===== src/rtl/ucsbece154b_pipe_ctrl.sv =====
// Pipeline sequencer: load-use stall, operand forwarding, mispredict flush, memory-wait freeze
// with a watchdog FSM. Optional performance counters are enabled by defining PERF_CNT_EN.
module ucsbece154b_pipe_ctrl #(
  parameter int unsigned MAX_WAIT = 16,
  parameter int unsigned CNT_W    = 32
) (
  input  logic             clk,
  input  logic             reset,
  input  logic [4:0]       Rs1D_i,
  input  logic [4:0]       Rs2D_i,
  input  logic [4:0]       Rs1E_i,
  input  logic [4:0]       Rs2E_i,
  input  logic [4:0]       RdE_i,
  input  logic [4:0]       RdM_i,
  input  logic [4:0]       RdW_i,
  input  logic             LoadE_i,
  input  logic             RegWriteM_i,
  input  logic             RegWriteW_i,
  input  logic             BranchE_i,
  input  logic             Mispredict_i,
  input  logic             ImemReady_i,
  input  logic             DmemReq_i,
  input  logic             DmemReady_i,
  output logic             StallF_o,
  output logic             StallD_o,
  output logic             StallE_o,
  output logic             StallM_o,
  output logic             StallW_o,
  output logic             FlushD_o,
  output logic             FlushE_o,
  output logic [1:0]       ForwardAE_o,
  output logic [1:0]       ForwardBE_o,
  output logic [1:0]       State_o,
  output logic             Error_o,
  output logic [CNT_W-1:0] CycleCnt_o,
  output logic [CNT_W-1:0] BranchCnt_o,
  output logic [CNT_W-1:0] MispredCnt_o,
  output logic [CNT_W-1:0] StallCnt_o
);

  localparam logic [1:0] ForwardEx  = 2'b00;
  localparam logic [1:0] ForwardWb  = 2'b01;
  localparam logic [1:0] ForwardMem = 2'b10;

  localparam int unsigned WaitW = $clog2(MAX_WAIT) + 1;

  typedef enum logic [1:0] {
    StRun   = 2'd0,
    StIwait = 2'd1,
    StDwait = 2'd2,
    StErr   = 2'd3
  } state_e;

  state_e           state_q;
  logic [WaitW-1:0] wait_cnt_q;
  logic             error_q;

  logic lw, dw, iw, err, wait_now;

  assign lw       = LoadE_i & (RdE_i != 5'd0) & ((RdE_i == Rs1D_i) | (RdE_i == Rs2D_i));
  assign dw       = DmemReq_i & ~DmemReady_i;
  assign iw       = ~ImemReady_i;
  assign err      = (state_q == StErr);
  assign wait_now = dw | (iw & ~Mispredict_i);

  function automatic logic [1:0] fwd_sel(input logic [4:0] rs,
                                         input logic       wr_m,
                                         input logic [4:0] rd_m,
                                         input logic       wr_w,
                                         input logic [4:0] rd_w);
    if (wr_m && rd_m != 5'd0 && rd_m == rs) begin
      return ForwardMem;
    end else if (wr_w && rd_w != 5'd0 && rd_w == rs) begin
      return ForwardWb;
    end
    return ForwardEx;
  endfunction

  always_comb begin
    StallF_o    = 1'b0;
    StallD_o    = 1'b0;
    StallE_o    = 1'b0;
    StallM_o    = 1'b0;
    StallW_o    = 1'b0;
    FlushD_o    = 1'b0;
    FlushE_o    = 1'b0;
    ForwardAE_o = ForwardEx;
    ForwardBE_o = ForwardEx;
    if (!reset) begin
      ForwardAE_o = fwd_sel(Rs1E_i, RegWriteM_i, RdM_i, RegWriteW_i, RdW_i);
      ForwardBE_o = fwd_sel(Rs2E_i, RegWriteM_i, RdM_i, RegWriteW_i, RdW_i);
      // A data-memory wait freezes E, so a pending mispredict is replayed after release.
      if (err || dw) begin
        StallF_o = 1'b1;
        StallD_o = 1'b1;
        StallE_o = 1'b1;
        StallM_o = 1'b1;
        StallW_o = 1'b1;
      end else if (Mispredict_i) begin
        FlushD_o = 1'b1;
        FlushE_o = 1'b1;
      end else if (lw) begin
        StallF_o = 1'b1;
        StallD_o = 1'b1;
        FlushE_o = 1'b1;
      end else if (iw) begin
        StallF_o = 1'b1;
        FlushD_o = 1'b1;
      end
    end
  end

  // Wait counter only advances while already in a wait state; RUN entry clears it.
  always_ff @(posedge clk or posedge reset) begin
    if (reset) begin
      state_q    <= StRun;
      wait_cnt_q <= '0;
      error_q    <= 1'b0;
    end else if (state_q != StErr) begin
      if (wait_now) begin
        if (state_q != StRun && wait_cnt_q == WaitW'(MAX_WAIT - 1)) begin
          state_q <= StErr;
          error_q <= 1'b1;
        end else begin
          state_q <= dw ? StDwait : StIwait;
          if (state_q != StRun) begin
            wait_cnt_q <= wait_cnt_q + 1'b1;
          end
        end
      end else begin
        state_q    <= StRun;
        wait_cnt_q <= '0;
      end
    end
  end

  assign State_o = state_q;
  assign Error_o = error_q;

`ifdef PERF_CNT_EN
  logic [CNT_W-1:0] cycle_cnt_q, branch_cnt_q, mispred_cnt_q, stall_cnt_q;

  always_ff @(posedge clk or posedge reset) begin
    if (reset) begin
      cycle_cnt_q   <= '0;
      branch_cnt_q  <= '0;
      mispred_cnt_q <= '0;
      stall_cnt_q   <= '0;
    end else begin
      if (~&cycle_cnt_q) begin
        cycle_cnt_q <= cycle_cnt_q + 1'b1;
      end
      if (BranchE_i && !dw && ~&branch_cnt_q) begin
        branch_cnt_q <= branch_cnt_q + 1'b1;
      end
      if (Mispredict_i && !dw && ~&mispred_cnt_q) begin
        mispred_cnt_q <= mispred_cnt_q + 1'b1;
      end
      if (StallF_o && ~&stall_cnt_q) begin
        stall_cnt_q <= stall_cnt_q + 1'b1;
      end
    end
  end

  assign CycleCnt_o   = cycle_cnt_q;
  assign BranchCnt_o  = branch_cnt_q;
  assign MispredCnt_o = mispred_cnt_q;
  assign StallCnt_o   = stall_cnt_q;
`else
  logic unused_branch;
  assign unused_branch = BranchE_i;

  assign CycleCnt_o   = '0;
  assign BranchCnt_o  = '0;
  assign MispredCnt_o = '0;
  assign StallCnt_o   = '0;
`endif

endmodule


===== config.mk =====
export PLATFORM = sky130hd
export DESIGN_NAME = ucsbece154b_pipe_ctrl
export DESIGN_NICKNAME = d
export VERILOG_FILES = /design/src/rtl/ucsbece154b_pipe_ctrl.sv
export SDC_FILE = /design/constraint.sdc
export NUM_CORES = 1
export LEC_CHECK = 0
export CAP_MARGIN = 20
export CORE_AREA = 5 5 68 70
export DETAILED_ROUTE_END_ITERATION = 12
export DIE_AREA = 0 0 73 75
export DONT_BUFFER_PORTS = 1
export PLACE_DENSITY_LB_ADDON = 0.15
export SYNTH_ARGS = -nofsm -noshare
export SYNTH_HDL_FRONTEND = slang
export SYNTH_SLANG_ARGS = --single-unit

===== constraint.sdc =====
create_clock -name clk -period 2 [get_ports clk]
set_input_delay 0.4 -clock clk [delete_from_list [all_inputs] [get_ports clk]]
set_output_delay 0.4 -clock clk [all_outputs]
set_load 0.02 [all_outputs]

Word-level counts from Yosys, hierarchy flattened --
Cells that the tools add are included. W data, S select, Z words.
Word-level totals: output and inout bits 142, flip-flop bits (word level) 8, bits of input ports 45, logic and storage cells 76
Cells by class: bitwise logic cells 9, multiplexer cells 38, equal/unequal tests 11, add/sub/neg operators 1, reductions and logical operators 14
Operators with widths (count):
- $eq A5 B5 Y1 | 6
- $mux W1 | 24
- $mux W2 | 11
- $mux W5 | 3
- $reduce_bool A5 Y1 | 3
- $logic_and A1 B1 Y1 | 7
- $reduce_and A3 Y1 | 2
- $add A5 B1 Y5 const B | 1
- $eq A5 B4 Y1 const B | 1
- $and A1 B1 Y1 | 4
- $ne A2 B2 Y1 const B | 2
- $not A1 Y1 | 3
- $eq A2 B2 Y1 const B | 1
- $ne A2 B1 Y1 const B | 1
- $or A1 B1 Y1 | 2
- $reduce_bool A2 Y1 | 1
- $logic_or A1 B1 Y1 | 1

Depth between registers and ports, before layout --
word-level depth 8, mapped depth 8, mapped depth without buffers 7

Worst setup path before layout --
Ideal clock, no wire load.
path kind input-to-output, start point input port reset, end point output port ForwardBE_o[0], required time 1.600 ns, arrival time 1.804 ns, stages 5, buffers on the path 1, slack -0.204 ns, cells stage by stage clkbuf_1 -> clkinv_1 -> o211ai_1 -> or4_1 -> nor4_2
Between the ends: cells in the longest elaborated chain, start to end 1
Ends and longest elaborated chain:
- from (decl) | RTL line 8 | input logic reset,
- $mux W2 | RTL line 89 | if (!reset) begin
- to (decl) | RTL line 32 | output logic [1:0] ForwardBE_o,
Every way passes these cells.

Worst setup path in the final report --
start point input port RdW_i[1], end point output port ForwardBE_o[0]
Between the ends: cells in the longest elaborated chain, start to end 8, elaborated cells between the ends (all ways) 9, classes of those cells 1 x eq/ne; 5 x mux; 3 x reduce/logical
Ends and longest elaborated chain:
- from (decl) | RTL line 15 | input logic [4:0] RdW_i,
- $reduce_bool A5 Y1 | RTL line 73 | end else if (wr_w && rd_w != 5'd0 && rd_w == rs) begin
- $logic_and A1 B1 Y1 | RTL line 73
- $logic_and A1 B1 Y1 (*) | RTL line 73
- $mux W1 (*) | RTL line 73
- $mux W1 (*) | RTL line 71 | if (wr_m && rd_m != 5'd0 && rd_m == rs) begin
- $mux W1 (*) | RTL line 89
- $mux W2 (*) | RTL line 76 | return ForwardEx;
- $mux W2 (*) | RTL line 89
Mark *: on every way between the ends. The rest lies on a longest branch, timed or not. The select of a mux whose other input is x is not followed.

==> flow_summary_export.csv <==
group,metric,value,unit
placement,dpl.hpwl,3470,um
drt,first_pass_iters,4,
pwr,p_switching,432,uW
sta,rsz0062_at_grt,"true",
sta,slew_viol_final,0,
floorplanning,io_pins,187,
drt,drc_errors,0,
synth,synth_edf_count,0,
sta,period_share,97.6,%
placement,place_area,0.00167,mm2
synth,syn_inst,260,
synth,synth_ff_type,"dfrtp_1",
setup_path,crit_family,"simple AND/OR/NAND/NOR gates",
sta,period_needed,1950,ps
synth,synth_seq_area_share,10.1,%
setup_path,crit_fanout,3,
global_route,first_global_vias,1120,
clock_network,clockBufferDepth,2,
floorplanning,start_util,50.8,%
setup_path,endpoint_kind,"output pin",
placement,globalplace.congestion,0.775,
drt,via_count,1264,
synth,async_flop_share,100,%
layout,final_area,0.00173,mm2
clock_network,cts_hold_buf,0,
run,drv_cap,0,
synth,ys_ff_latch,8,
layout,drive_above_1_share,10.7,%
setup_path,cp-start-kind,"input port",
clock_network,cts_tree,"done",
synth,syn_area_per_cell,7.64,um2
pwr,p_comb_share,53.9,%
layout,fillers,449,
global_route,grt_max_degree,12,
setup_path,critical_path.cell_chain,"or4_1, o211ai_1, or4_4, nor4_4, buf_4",
synth,ys_types,39,
setup_path,max_stage_delay,530,ps
pwr,max-vdd-ir-drop,194,uV
drt,drt_wl_total,3780,um
setup_path,required,1600,ps
pwr,pwr-share-clk,23.0,%
global_route,grt_usage,11.9,%
clock_network,clk_latency,230,ps
global_route,grt_overflow,0,
clock_network,h-tree-depth,1,
floorplanning,rows,23,
setup_path,critPathKind,"input port to output pin",
setup_path,crit_path_start,"RdW_i[1]",
drt,vias_per_cell,3.94,
placement,dp_slack,-52.3,ps
sta,fmax,512,MHz
setup_path,regToRegStartpoint,"wait_cnt_q[1]",
drt,final_antenna_net_count,0,
layout,diodes,0,
floorplanning,die_w,73,um
min_path,hp-class,"input port to async pin",
layout,mostFrequentLayoutCell,"conb_1",
layout,area.growth.synth_to_final,-13.0,%
run_status,status,"completed",
floorplanning,die_h,75,um
clock_network,clock_sinks,8,
floorplanning,die_area,0.00548,mm2
floorplanning,core,0.00391,mm2
pwr,swShare,50.5,%
pwr,static-leakage-power,0.000911,uW
setup_path,cp_slowest_cell,"or4_1",
synth,yosysWarnings,0,
layout,mostFrequentLayoutCells,"conb_1, xor2_1, buf_4, xnor2_1, nor2_1",
sta,skew,6.83,ps
sta,setup_tns,0,ps
drt,post_drt_wl_per_cell,11.8,um
global_route,antenna_found_initial,0,
sta,setup_viol,0,
sta,hold_viol,0,
layout,final_util,44.1,%
synth,syn-cell-area,0.00199,mm2
pwr,pwr-share-seq,23.1,%
placement,portBuffers,0,
clock_network,clock-root-buffer,"clkbuf_8",
setup_path,cp_num_buf_inv,1,
clock_network,clk_pin_slew,50,ps
setup_path,worst_ep_arrival_time,1550,ps
global_route,grt_pass1_wl,5230,um
pwr,intPower,422,uW
drt,first_iter_violations,35,
layout,layout.nets,320,
clock_network,numCtsBuffers,3,
sta,post-route-worst-setup-slack,48.0,ps
pwr,p_per_area,494,mW/mm2
==> cell families (layout without fill, tap and decap cells) <==
family | after synthesis | count (layout) | synth area share, %
simple gates | 53 | 53 | 14.4
xor+xnor | 32 | 32 | 14.1
flops | 8 | 8 | 10.1
mux | 1 | 1 | 0.504
other cells | 1 | 128 | 0.189
buf+inv | 138 | 22 | 50.7
compound gates | 25 | 25 | 8.75
fa+ha+maj | 2 | 2 | 1.26
==> per-layer routing <==
| layer | track usage (%) | wire length [um] | vias to the layer above |
|---|---|---|---|
| met2 | 21.9 | 2080 | 93 |
| met5 | 0 | 0 | - |
| met1 | 12.3 | 1070 | 557 |
| met3 | 7.08 | 627 | 0 |
| li1 | - | - | 614 |
| met4 | 0 | 0 | 0 |
==> power by group through the flow <==
stage	Clock [uW]	Sequential (uW)	Combinational [uW]
detailed placement	0	199	449
global placement	0	200	450
CTS	204	198	453
finish	197	197	460
floorplan	0	202	586
global route	212	199	508
==> what timing repair did <==
action	in CTS	in global routing
gates resized for setup	4	2
hold endpoints to repair	0	0
buffers inserted	0	0
setup endpoints to repair	2	4
pin swaps	4	1
==> Yosys cell counts (2+ instances only) <==
cell type  count  area, um2
buf_4        130        976
xor2_1        18        158
xnor2_1       14        123
nand2_1       10       37.5
nor2_1        10       37.5
dfrtp_1        8        200
nor3_1         7       35.0
o22ai_1        5       31.3
a21oi_1        4       20.0
nand3_1        4       20.0
or4_1          4       30.0
a22oi_1        3       22.5
clkbuf_1       3       11.3
inv_1          3       11.3
nand2b_1       3       18.8
ha_1           2       25.0
nand3b_1       2       15.0
nor2b_1        2       12.5
nor4_1         2       12.5
o21a_1         2       15.0
o21ai_0        2       10.0
o22a_1         2       17.5
o31a_1         2       17.5
or2_2          2       12.5
or3_1          2       12.5
==> worst paths after layout <==
| path | to | slack (ps) | depth (start not counted) |
|---|---|---|---|
| hold / removal | wait_cnt_q[0] | 30 | 2 |
| setup / recovery | ForwardBE_o[0] | 50 | 5 |
| hold reg to reg | wait_cnt_q[2] | 570 | 2 |
| setup reg to reg | wait_cnt_q[1] | 190 | 6 |
| max in group asynchronous | State_o[1] | 1820 | 2 |
| min in group clk | State_o[0] | 430 | 3 |
==> worst register-to-register path: cells and delay by family (launching register included) <==
family	cells	cell delay, ps
DFF	1	420
AOI/OAI and AO/OA	2	380
and+or+nand+nor	2	520
adders and majority gates	2	410
==> layout make-up <==
type,instances,area [um2],area share [%]
clock buffer,3,41.3,2.39
inverter,4,16.3,0.941
multi-input combinational,241,1290,74.9
sequential,8,201,11.7
tap,50,62.6,3.62
timing repair buffer,15,113,6.52
==> state kept, by name, summed over array words and instances (netlist names) <==
signal	flops
wait_cnt_q	5
Error_o	1
State_o	2
==> through the flow <==
stage / hold WS [ps] / total power, uW / cells
6_report: 28.0 / 854 / 321
3_5_place_dp: 280 / 648 / 318
2_1_floorplan: 337 / 788 / 387
5_1_grt: 41.7 / 919 / 321
4_1_cts: 33.8 / 855 / 321
3_3_place_gp: 278 / 649 / 318
(Power assumes the default switching activity.)
